<file path="src/rtl/ram_pkg.sv">
// Shared widths and FSM state encoding for the 16-word x 16-bit burst-writer RAM.
package ram_pkg;

  localparam int unsigned DATA_W = 16;
  localparam int unsigned ADDR_W = 4;
  localparam int unsigned DEPTH  = 2 ** ADDR_W;

  typedef enum logic [1:0] {
    IDLE  = 2'd0,
    WRITE = 2'd1,
    DONE  = 2'd2
  } state_e;

endpackage

</file>
<file path="src/rtl/memory_RAM_16bit_4bit.sv">
// Simple dual-port storage: one synchronous write port and one registered,
// read-first read port with its own enable.
module memory_RAM_16bit_4bit #(
  parameter int unsigned DATA_W = ram_pkg::DATA_W,
  parameter int unsigned ADDR_W = ram_pkg::ADDR_W
) (
  input  logic              clk,
  input  logic              rst_n,
  input  logic              we,
  input  logic [ADDR_W-1:0] waddr,
  input  logic [DATA_W-1:0] wdata,
  input  logic              en,
  input  logic [ADDR_W-1:0] address,
  output logic [DATA_W-1:0] out
);

  localparam int unsigned DEPTH = 2 ** ADDR_W;

  logic [DATA_W-1:0] mem_q [DEPTH];
  logic [DATA_W-1:0] out_q;

  // Array is intentionally not reset; contents are undefined until written.
  always_ff @(posedge clk) begin
    if (we) begin
      mem_q[waddr] <= wdata;
    end
  end

  // Non-blocking read of the array gives old data on a same-address collision.
  always_ff @(posedge clk or negedge rst_n) begin
    if (!rst_n) begin
      out_q <= '0;
    end else if (en) begin
      out_q <= mem_q[address];
    end
  end

  assign out = out_q;

endmodule

</file>
<file path="src/rtl/ram_burst_writer_16bit_4bit.sv">
// Burst writer: accepts a start/base/length request, then streams wr_valid
// words into consecutive (wrapping) RAM addresses; read port is free-running.
module ram_burst_writer_16bit_4bit #(
  parameter int unsigned DATA_W = ram_pkg::DATA_W,
  parameter int unsigned ADDR_W = ram_pkg::ADDR_W
) (
  input  logic              clk,
  input  logic              rst_n,
  input  logic              start,
  input  logic [ADDR_W-1:0] base_addr,
  input  logic [ADDR_W:0]   burst_len,
  input  logic              wr_valid,
  input  logic [DATA_W-1:0] wr_data,
  output logic              wr_ready,
  output logic              busy,
  output logic              done,
  input  logic              en,
  input  logic [ADDR_W-1:0] address,
  output logic [DATA_W-1:0] out
);

  import ram_pkg::*;

  localparam logic [ADDR_W:0] MAX_LEN = (ADDR_W+1)'(2 ** ADDR_W);
  localparam logic [ADDR_W:0] ONE_LEN = (ADDR_W+1)'(1);

  state_e            state_q, state_d;
  logic [ADDR_W-1:0] wr_ptr_q, wr_ptr_d;
  logic [ADDR_W:0]   remaining_q, remaining_d;
  logic              wr_ready_q, wr_ready_d;
  logic              busy_q, busy_d;
  logic              done_q, done_d;

  logic              accept_c;
  logic              len_ok_c;

  assign accept_c = wr_valid & wr_ready_q;
  assign len_ok_c = (burst_len != '0) && (burst_len <= MAX_LEN);

  always_ff @(posedge clk or negedge rst_n) begin
    if (!rst_n) begin
      state_q     <= IDLE;
      wr_ptr_q    <= '0;
      remaining_q <= '0;
      wr_ready_q  <= 1'b0;
      busy_q      <= 1'b0;
      done_q      <= 1'b0;
    end else begin
      state_q     <= state_d;
      wr_ptr_q    <= wr_ptr_d;
      remaining_q <= remaining_d;
      wr_ready_q  <= wr_ready_d;
      busy_q      <= busy_d;
      done_q      <= done_d;
    end
  end

  // Outputs are registered by decoding them from the next state.
  always_comb begin
    state_d     = state_q;
    wr_ptr_d    = wr_ptr_q;
    remaining_d = remaining_q;

    unique case (state_q)
      IDLE: begin
        if (start && len_ok_c) begin
          state_d     = WRITE;
          wr_ptr_d    = base_addr;
          remaining_d = burst_len;
        end
      end
      WRITE: begin
        if (accept_c) begin
          wr_ptr_d    = wr_ptr_q + ADDR_W'(1);
          remaining_d = remaining_q - ONE_LEN;
          if (remaining_q == ONE_LEN) begin
            state_d = DONE;
          end
        end
      end
      DONE: begin
        state_d = IDLE;
      end
      default: begin
        state_d = IDLE;
      end
    endcase

    wr_ready_d = (state_d == WRITE);
    busy_d     = (state_d != IDLE);
    done_d     = (state_d == DONE);
  end

  assign wr_ready = wr_ready_q;
  assign busy     = busy_q;
  assign done     = done_q;

  memory_RAM_16bit_4bit #(
    .DATA_W(DATA_W),
    .ADDR_W(ADDR_W)
  ) u_mem (
    .clk    (clk),
    .rst_n  (rst_n),
    .we     (accept_c),
    .waddr  (wr_ptr_q),
    .wdata  (wr_data),
    .en     (en),
    .address(address),
    .out    (out)
  );

endmodule

</file>
<file path="config.mk">
export PLATFORM = sky130hd
export DESIGN_NAME = ram_burst_writer_16bit_4bit
export DESIGN_NICKNAME = d
export VERILOG_FILES = /design/src/rtl/ram_pkg.sv /design/src/rtl/memory_RAM_16bit_4bit.sv /design/src/rtl/ram_burst_writer_16bit_4bit.sv
export SDC_FILE = /design/constraint.sdc
export NUM_CORES = 1
export LEC_CHECK = 0
export CAP_MARGIN = 15
export CORE_ASPECT_RATIO = 1.1
export CORE_MARGIN = 2
export CORE_UTILIZATION = 40
export CTS_CLUSTER_SIZE = 28
export DETAILED_ROUTE_END_ITERATION = 8
export PLACE_DENSITY = 0.6
export SLEW_MARGIN = 20
export SYNTH_ARGS = -nofsm -noshare
export SYNTH_HDL_FRONTEND = slang
export SYNTH_SLANG_ARGS = --single-unit
</file>
<file path="constraint.sdc">
create_clock -name clk -period 1.7 [get_ports clk]
set_input_delay 0.34 -clock clk [delete_from_list [all_inputs] [get_ports clk]]
set_output_delay 0.34 -clock clk [all_outputs]
set_load 0.02 [all_outputs]
</file>
[Word-level counts from Yosys, hierarchy flattened]
Memories as Yosys holds them, arrays and structs flattened. A register that Yosys moved wholly into a read port is not among the register bits.
Cells that the tools add are included.
Storage, ports and cells
  bits of input ports: 34
  output and inout port bits: 19
  register bits after elaboration: 14
  RAM bits: 256
  memories kept: 1
Memories
  u_mem.mem_q: depth 16, bits a word 16, rd ports 1, clocked after Yosys merged registers in 1, write ports 1, line memory_RAM_16bit_4bit.sv:19  | logic [DATA_W-1:0] mem_q [DEPTH];
Operators by class
  $add $sub $neg: 2
  muxes and demuxes: 12
  eq/ne operators: 6
  order comparisons: 1
  bitwise gates (word level): 1
  reductions and logical operators: 8
Operators with widths (count)
  $mux 5: 2
  $pmux 5 s2: 1
  $mux 4: 2
  $pmux 4 s2: 1
  $mux 2: 3
  $eq 5x1->1 const B: 1
  $le 5x5->1 const B: 1
  $reduce_bool 5->1: 1
  $sub 5x1->5 const B: 1
  $add 4x1->4 const B: 1
  $eq 2x1->1 const B: 2
  $ne 2x2->1 const B: 2
  $pmux 2 s2: 1
  $reduce_bool 2->1: 2
  $reduce_and 3->1: 1
  $eq 2x2->1 const B: 1
  $logic_and 1x1->1: 2
  $logic_not 2->1: 1
  $mux 1: 2
  $and 1x1->1: 1
  $logic_not 1->1: 1

[Longest topological paths before layout]
Gate-level depths: netlist (run 1).
  depth after elaboration: 6
  depth in mapped cells: 6

[Hierarchy]
Synthesis (run 1) repeated with hierarchy kept, for this count alone.
Second synthesis, totals
  cell total of the unflattened synthesis: 542
  area, all modules: 11334.6 um^2
By module, submodules not included
  memory_RAM_16bit_4bit: area an instance 10458.8 um^2, sequential area each 8087.8 um^2, cells each 452, instances 1
  ram_burst_writer_16bit_4bit: area an instance 875.8 um^2, sequential area each 350.3 um^2, cells each 90, instances 1

[Worst setup path after synthesis (run 1)]
Ideal clock, no wire load.
  path type: reg-to-reg
  start: register wr_ready_q (netlist: wr_ready)
  end: memory u_mem.mem_q[11][0], enable pin
  clock period less this slack: 1.774 ns
  arrival: 1.400 ns
  stages on the path, launching flop included: 4
  slack: -0.074 ns
  library setup time: 0.374 ns
  cells stage by stage: dfrtp_1 -> nand2_1 -> nor3b_1 -> and2_1
On the way
  longest elaborated chain between the ends: 3
Ends and longest elaborated chain
  start, declared: line ram_burst_writer_16bit_4bit.sv:30  | logic wr_ready_q, wr_ready_d;
  start signal, assigned: line ram_burst_writer_16bit_4bit.sv:52  | wr_ready_q <= wr_ready_d;
  $and 1x1->1: line ram_burst_writer_16bit_4bit.sv:37  | assign accept_c = wr_valid & wr_ready_q;
  $mux 1: line memory_RAM_16bit_4bit.sv:24  | if (we) begin
  $mux 1 (implied by the code): line memory_RAM_16bit_4bit.sv:25  | mem_q[waddr] <= wdata;
  end, declared: line memory_RAM_16bit_4bit.sv:19
No other way between the ends.

[Final worst setup path (run 1)]
  start: register u_mem.out_q[4] (netlist: u_mem.out[4]), read port of u_mem.mem_q
  end: output out[4]
RTL lines
  start, declared: line memory_RAM_16bit_4bit.sv:20  | logic [DATA_W-1:0] out_q;
  end, declared: line ram_burst_writer_16bit_4bit.sv:19  | output logic [DATA_W-1:0] out
No word-level cell between the ends.

==> run summary, run 1 <==
Gr ovfl total: 0
CP endpoint kind: primary output
H-tree lvl count: 1
WHS: 0.168 ns
Worst Max-Slew Pin Slew: 0.569 ns
Vias in the first global route: 6113
Reg clk slew, reported paths: 0.06 ns
First-pass GRT wire length: 36700 um
Number of iterations in the first detailed-routing pass: 5
Root Buffer: clkbuf_16
Max stage delay on crit path: 0.41 ns
Die Ht: 180 um
Hold Crit Class: in -> async
Met2 WL post-DR: 12500 um
Synth cell types: 43
Placer Congestion: 0.799
CP Launch Point: u_mem.out[4]
Core footprint: 27700 um2
Area share of the largest cell type after synthesis: 68.5%
Overall Global Routing Usage: 16.7%
Die area: 29400 um2
DRC Markers: 0
Initial antenna violation count: 0
Post-DP HPWL: 15300 um
Synth top cells by count: edfxtp_1 (256), mux4_2 (59), dfrtp_1 (30), a21oi_1 (25), o22ai_1 (22)
Family with the most delay on the worst path: flip-flops
Cell area after synthesis: 11200 um2
Clock Latency Late Sink: 0.56 ns
CP endpoint: out[4]
Primary FF master, synth: edfxtp_1
Clock Skew: 0.0132 ns
Count leader, synth: edfxtp_1
Critical Path AT: 1.32 ns
RSZ-0062 raised after global routing: false
Final wirelength: 24000 um
Critical R2R Launch: wr_ready
Synth Area per Inst: 21.0 um2
Fin. max-slew vios: 0
Met3 WL: 1300 um
Critical R2R Capture: u_mem.mem_q[10][1]
Req. time, crit path: 1.36 ns
Nets: 692
N_diodes: 0
P&R area growth vs syn: 21.8%
Fmax: 603 MHz
Depth of the worst register-to-register path: 5
Cell Rows: 64
Total power: 0.0171 W
Cell breakdown of the critical path: dlygate4sd2_1
Post-DR vias/cell: 5.42
Top Layer Used: met4
Die width: 164 um
Post-synthesis sequential area ratio: 75.2%
Final worst-path cycle share: 97.5%
Critical path buffers and inverters: 1
Crit path max-delay cell type: dfrtp_1
Final core utilization: 49.3%
IO Pins: 53
1st-iter DRT viols: 455
Post-synth EDFFs: 256
LEAKAGE: 4.56 nW
Wire length on met1: 9640 um
Syn Nets: 574
Crit-path max FO: 2
Final hold vios: 0
Num CTS Buffers: 29
Syn Inst Count: 534
Worst Setup Start Kind: flop
Synth warn: 0
Setup violators final: 0
Reg2reg setup slack: 0.13 ns
CTS Buffer Depth: 3
Number of cells on the critical path: 1
Post-synth top area cell: edfxtp_1
Setup CP Type: reg -> out
Outcome: finished clean
PwrDens: 1250 nW/um2
Max_slew headroom: 61.9%
Largest net degree at the start of global routing: 33
Remaining antenna violation count: 0
Ys async rst share: 10.5%
Starting density of the core: 40.5%
CTS tree: built
Max rail drop VDD: 0.784 mV
IO Port Bufs: 52
Clock Sink Count: 286
Tmin final: 1.66 ns
Post-CTS setup buffer count: 0
Number of synthesized register bits: 286
Max-Cap Viols: 0
DR WL/cell: 23.2 um
Leading post-synthesis cells by cell area: edfxtp_1 (68%), mux4_2 (12%), dfrtp_1 (6.7%)
Via count: 5620
Layout cells sized above 1: 30.9%
-- layer usage --
metal	global-route usage, %	up-vias
met5	0	-
met1	22.0	2949
met2	28.9	164
li1	-	2466
met4	4.49	0
met3	2.75	41
-- cell families (layout without fill, tap and decap cells) --
kind of cell,Yosys count,after routing,synth area share (%)
xor gates and xnor gates,1,1,0.0781
AOI/OAI and AO/OA,70,70,4.58
and+or+nand+nor,51,51,2.74
DFF,286,286,75.2
buffers and inverters,36,176,1.74
adders and majority gates,6,6,0.669
muxes,84,84,15.0
-- placed cells by master, fill, tap and decap left out, types with 4 or more instances in the layout --
cell type	netlist	routed
nand2b_1	4	4
mux4_2	59	59
o22ai_1	22	22
buf_4	2	40
o22ai_2	10	10
nand3_1	5	5
and2_2	0	8
mux2_2	16	16
a21oi_1	25	25
buf_12	1	24
mux4_1	5	5
clkinv_1	0	7
clkbuf_1	6	9
ha_1	6	6
nor2_1	9	9
nor3_1	4	4
dlygate4sd2_1	0	11
clkbuf_16	0	29
and3_1	6	6
dfrtp_1	30	29
inv_1	8	8
and2_1	12	4
edfxtp_1	256	256
clkdlybuf4s50_1	0	31
-- final cells by class --
class | count | area (um2)
clock inverter | 15 | 115
timing repair buffer | 115 | 1270
inverter | 8 | 30.0
sequential | 286 | 8440
tap | 363 | 454
clock buffer | 38 | 759
fill | 2289 | 14000
multi-input combinational | 212 | 2600
-- sequential cells by signal, summed over array words and instances, names as in the netlist --
name,cells
remaining_q,5
u_mem.mem_q,256
wr_ptr_q,4
u_mem.out,16
busy,1
state_q,2
wr_ready,1
done,1
-- report_power, final --
part           switching (W)  total (W)  internal (W)
Sequential          0.000307    0.00869       0.00839
Clock                0.00251    0.00582       0.00330
Combinational        0.00141    0.00263       0.00123
-- how the worst min path moves through the flow --
stage | from | endpoint | slack (ns) | depth (start not counted)
final | rst_n | remaining_q[4] | 0.17 | 2
after global routing | rst_n | remaining_q[4] | 0.18 | 2
after CTS | rst_n | remaining_q[4] | 0.17 | 2
after detailed placement | remaining_q[4] | remaining_q[4] | 0.56 | 2
after global placement | remaining_q[4] | remaining_q[4] | 0.52 | 2
after floorplan | rst_n | busy | 0.04 | 0
-- repair_timing --
action                                  CTS  global route
resized for setup                        27             6
hold buffers                              0             0
endpoints found under the setup margin   19             6
-- through the flow --
stage | setup WS [ns] | setup TNS [ns] | instances | cell area (um2)
2_1_floorplan | 0.0167 | 0 | 534 | 11200
3_5_place_dp | -0.410 | -72.12 | 984 | 12800
5_1_grt | 0.000873 | 0 | 1037 | 13700
4_1_cts | 0.000391 | 0 | 1037 | 13700
6_report | 0.0430 | 0 | 1037 | 13700
3_3_place_gp | -0.390 | -62.91 | 984 | 12800
Note: power is estimated with default switching activity, not from simulation.
==> inputs of run 2 (changes only) <==
- GPL_TIMING_DRIVEN: unset -> 0
==> run 2 against run 1 <==
Non-clock buffer count shrank 34. Critical path depth is 2 higher. First-iteration DRC count grew 14%. Register-to-register slack worse by 0.23 ns. Sequential share of layout area up 2.3 points. Global-route usage down 0.39 points. Flip-flop and latch count unchanged. Clock skew shrank 0.0045 ns. The run now ends with negative setup slack left. Via count is 2.8% lower. Count of clock-buffer cells in the layout rose by 4. Combinational power fell by 9.9%. Largest cell class unchanged.
==> run summary, run 2 (synthesis results as in run 1) <==
Crit path max-delay cell type: nor3b_2 (was dfrtp_1)
Max FFs per register: 256 (unchanged)
Sequential cell area: 8440 um2 (about the same)
P&R area growth vs syn: 17.4% (was 21.8%)
PwrDens: 1300 nW/um2 (was 1250 nW/um2)
Starting density of the core: 40.5% (unchanged)
Clk pwr share: 35.8% (was 33.9%)
Placed cell count: 945 (was 984)
H-tree lvl count: 1 (unchanged)
RSZ-0062 raised after global routing: true (was false)
Cell breakdown of the critical path: nand2_1, nor3b_2, and2_4 (was dlygate4sd2_1)
TNS Setup: -7.90 ns (was 0 ns)
CTS tree: built (unchanged)
Layout cells sized above 1: 27.6% (was 30.9%)
Final hold vios: 0 (unchanged)
DRC Markers: 0 (unchanged)
Fin. max-slew vios: 0 (unchanged)
N_diodes: 0 (unchanged)
Final wirelength: 23900 um (was 24000 um)
IO Port Bufs: 48 (was 52)
Num CTS Buffers: 29 (unchanged)
Failing checks: negative setup slack
1st-iter DRT viols: 517 (was 455)
Seq pwr share: 50.4% (was 50.7%)
Clock Skew: 0.00873 ns (was 0.0132 ns)
Vias in the first global route: 5793 (was 6113)
HP Start: en
Req. time, crit path: 1.91 ns (was 1.36 ns)
Die Ht: 180 um (unchanged)
Hold path cells: 3
Most frequent cells in the layout: edfxtp_1 (256), mux4_2 (59), dfrtp_1 (30) (was edfxtp_1 (256), mux4_2 (59), buf_4 (40))
Clock Sink Count: 286 (unchanged)
Fmax: 555 MHz (was 603 MHz)
Overall Global Routing Usage: 16.3% (was 16.7%)
Post-layout worst setup margin: -0.103 ns (was 0.0430 ns)
LEAKAGE: 4.33 nW (was 4.56 nW)
Gr ovfl total: 0 (unchanged)
Post-DP HPWL: 14800 um (was 15300 um)
Critical R2R Launch: wr_ready (unchanged)
Tmin final: 1.80 ns (was 1.66 ns)
Max stage delay on crit path: 0.46 ns (was 0.41 ns)
CTS Buffer Depth: 3 (unchanged)
Via count: 5462 (was 5620)
Hold Crit Class: in -> reg (was in -> async)
IO Pins: 53 (unchanged)
First-pass GRT wire length: 35500 um (was 36700 um)
Reg clk slew, reported paths: 0.06 ns (about the same)
Worst Max-Slew Pin Slew: 0.793 ns (was 0.569 ns)
Post-DR vias/cell: 5.44 (was 5.42)
Remaining antenna violation count: 0 (unchanged)
Max_slew headroom: 47.1% (was 61.9%)
Internal power: 0.0130 W (was 0.0129 W)
Setup violators final: 136 (was 0)
CP endpoint kind: flop (was primary output)
WHS: 0.290 ns (was 0.168 ns)
Final worst-path cycle share: 106% (was 97.5%)
Max-Cap Viols: 0 (unchanged)
Largest net degree at the start of global routing: 31 (was 33)
Clock Latency Late Sink: 0.53 ns (was 0.56 ns)
Setup CP Type: reg -> reg (was reg -> out)
Crit-path max FO: 16 (was 2)
Core footprint: 27700 um2 (unchanged)
Switching Fraction: 24.3% (was 24.7%)
Largest Register: u_mem.mem_q (unchanged)
Fillcell total: 2337 (was 2289)
Placement Cell Area: 12200 um2 (was 12800 um2)
Combinational power share: 13.8% (was 15.4%)
Commonest non-fill, non-tap cell in the layout: edfxtp_1 (unchanged)
Max rail drop VDD: 0.638 mV (was 0.784 mV)
Final instance area: 13200 um2 (was 13700 um2)
Worst Setup Start Kind: flop (unchanged)
Area of the multi-input gates: 2660 um2 (was 2600 um2)
Die area: 29400 um2 (unchanged)
Die width: 164 um (unchanged)
Pre-CTS WS: -0.806 ns (was -0.410 ns)
Non-filler cells, final: 1004 (was 1037)
Critical Path AT: 2.01 ns (was 1.32 ns)
Number of iterations in the first detailed-routing pass: 4 (was 5)
Depth of the worst register-to-register path: 3 (was 5)
Root Buffer: clkbuf_16 (unchanged)
CP Launch Point: wr_ready (was u_mem.out[4])
Initial antenna violation count: 0 (unchanged)
Cell Rows: 64 (unchanged)
Psw: 0.00419 W (was 0.00423 W)
Placer Congestion: 0.869 (was 0.799)
Nets: 659 (was 692)
Outcome: complete, but fails checks (was finished clean)
DR WL/cell: 23.8 um (was 23.2 um)
## run 2: cell count changes in the layout (fill, tap and decap cells not counted), sizes merged
cell | before | now
buf | 65 | 27
clkinv | 11 | 8
dlygate4sd2 | 11 | 17
dlygate4sd3 | 0 | 1
and2 | 12 | 13
clkinvlp | 2 | 0
clkdlybuf4s15 | 6 | 2
clkbuf | 40 | 48
bufinv | 1 | 2
clkdlybuf4s50 | 31 | 28
## run 2: per-layer routing
| layer | vias up | GRT usage [%] | part of all wire, % |
|---|---|---|---|
| li1 | 2405 | - | - |
| met1 | 2863 | 21.3 | 41 |
| met2 | 158 | 28.2 | 51 |
| met3 | 36 | 3.11 | 5.7 |
| met4 | 0 | 4.25 | 2.2 |
| met5 | - | 0 | 0 |
## run 2: cell type report
class                           instances  share of cell area [%]
Buffer                                 28                    1.27
Clock buffer                           42                    6.26
Clock inverter                         11                   0.788
Inverter                                8                   0.228
Multi-Input combinational cell        213                    20.1
Sequential cell                       286                    64.0
Tap cell                              363                    3.45
Timing Repair Buffer                   53                    3.84
## run 2: what timing repair did
action                                  4_1_cts  5_1_grt
resized for setup                            35        9
pin swaps                                     0        2
setup buffers                                 1        3
hold endpoints to repair                     30        0
endpoints found under the setup margin      290      248
cloned                                        0        1
hold buffers                                  1        0
## run 2: power by group through the flow
stage	registers, W	clock network, W	logic, W
after floorplan	0.00882	0	0.00141
after global placement	0.00877	0	0.00229
after detailed placement	0.00882	0	0.00235
after CTS	0.00867	0.00627	0.00234
after global routing	0.00873	0.00656	0.00258
final	0.00868	0.00615	0.00237
## run 2: worst paths after layout
| check | end | slack, ns |
|---|---|---|
| worst max-delay path | u_mem.mem_q[9][0] | -0.10 |
| worst min-delay path | u_mem.out[15] | 0.29 |
| worst max register to register | u_mem.mem_q[9][0] | -0.10 |
| worst min register to register | remaining_q[4] | 0.54 |
| max in group asynchronous | u_mem.out[14] | 0.78 |
| min in group asynchronous | remaining_q[0] | 0.41 |
## run 2: worst max-delay path, delay by kind of cell (launching register included)
kind	cells	cell delay, ns
and+or+nand+nor	3	1.07
DFF	1	0.39
## run 2: through the flow
| step | util (%) | power, W |
|---|---|---|
| 2_1_floorplan | - | 0.0102 |
| 3_3_place_gp | 43.9 | 0.0111 |
| 3_5_place_dp | 43.9 | 0.0112 |
| 4_1_cts | 47.3 | 0.0173 |
| 5_1_grt | 47.6 | 0.0179 |
| 6_report | 47.6 | 0.0172 |
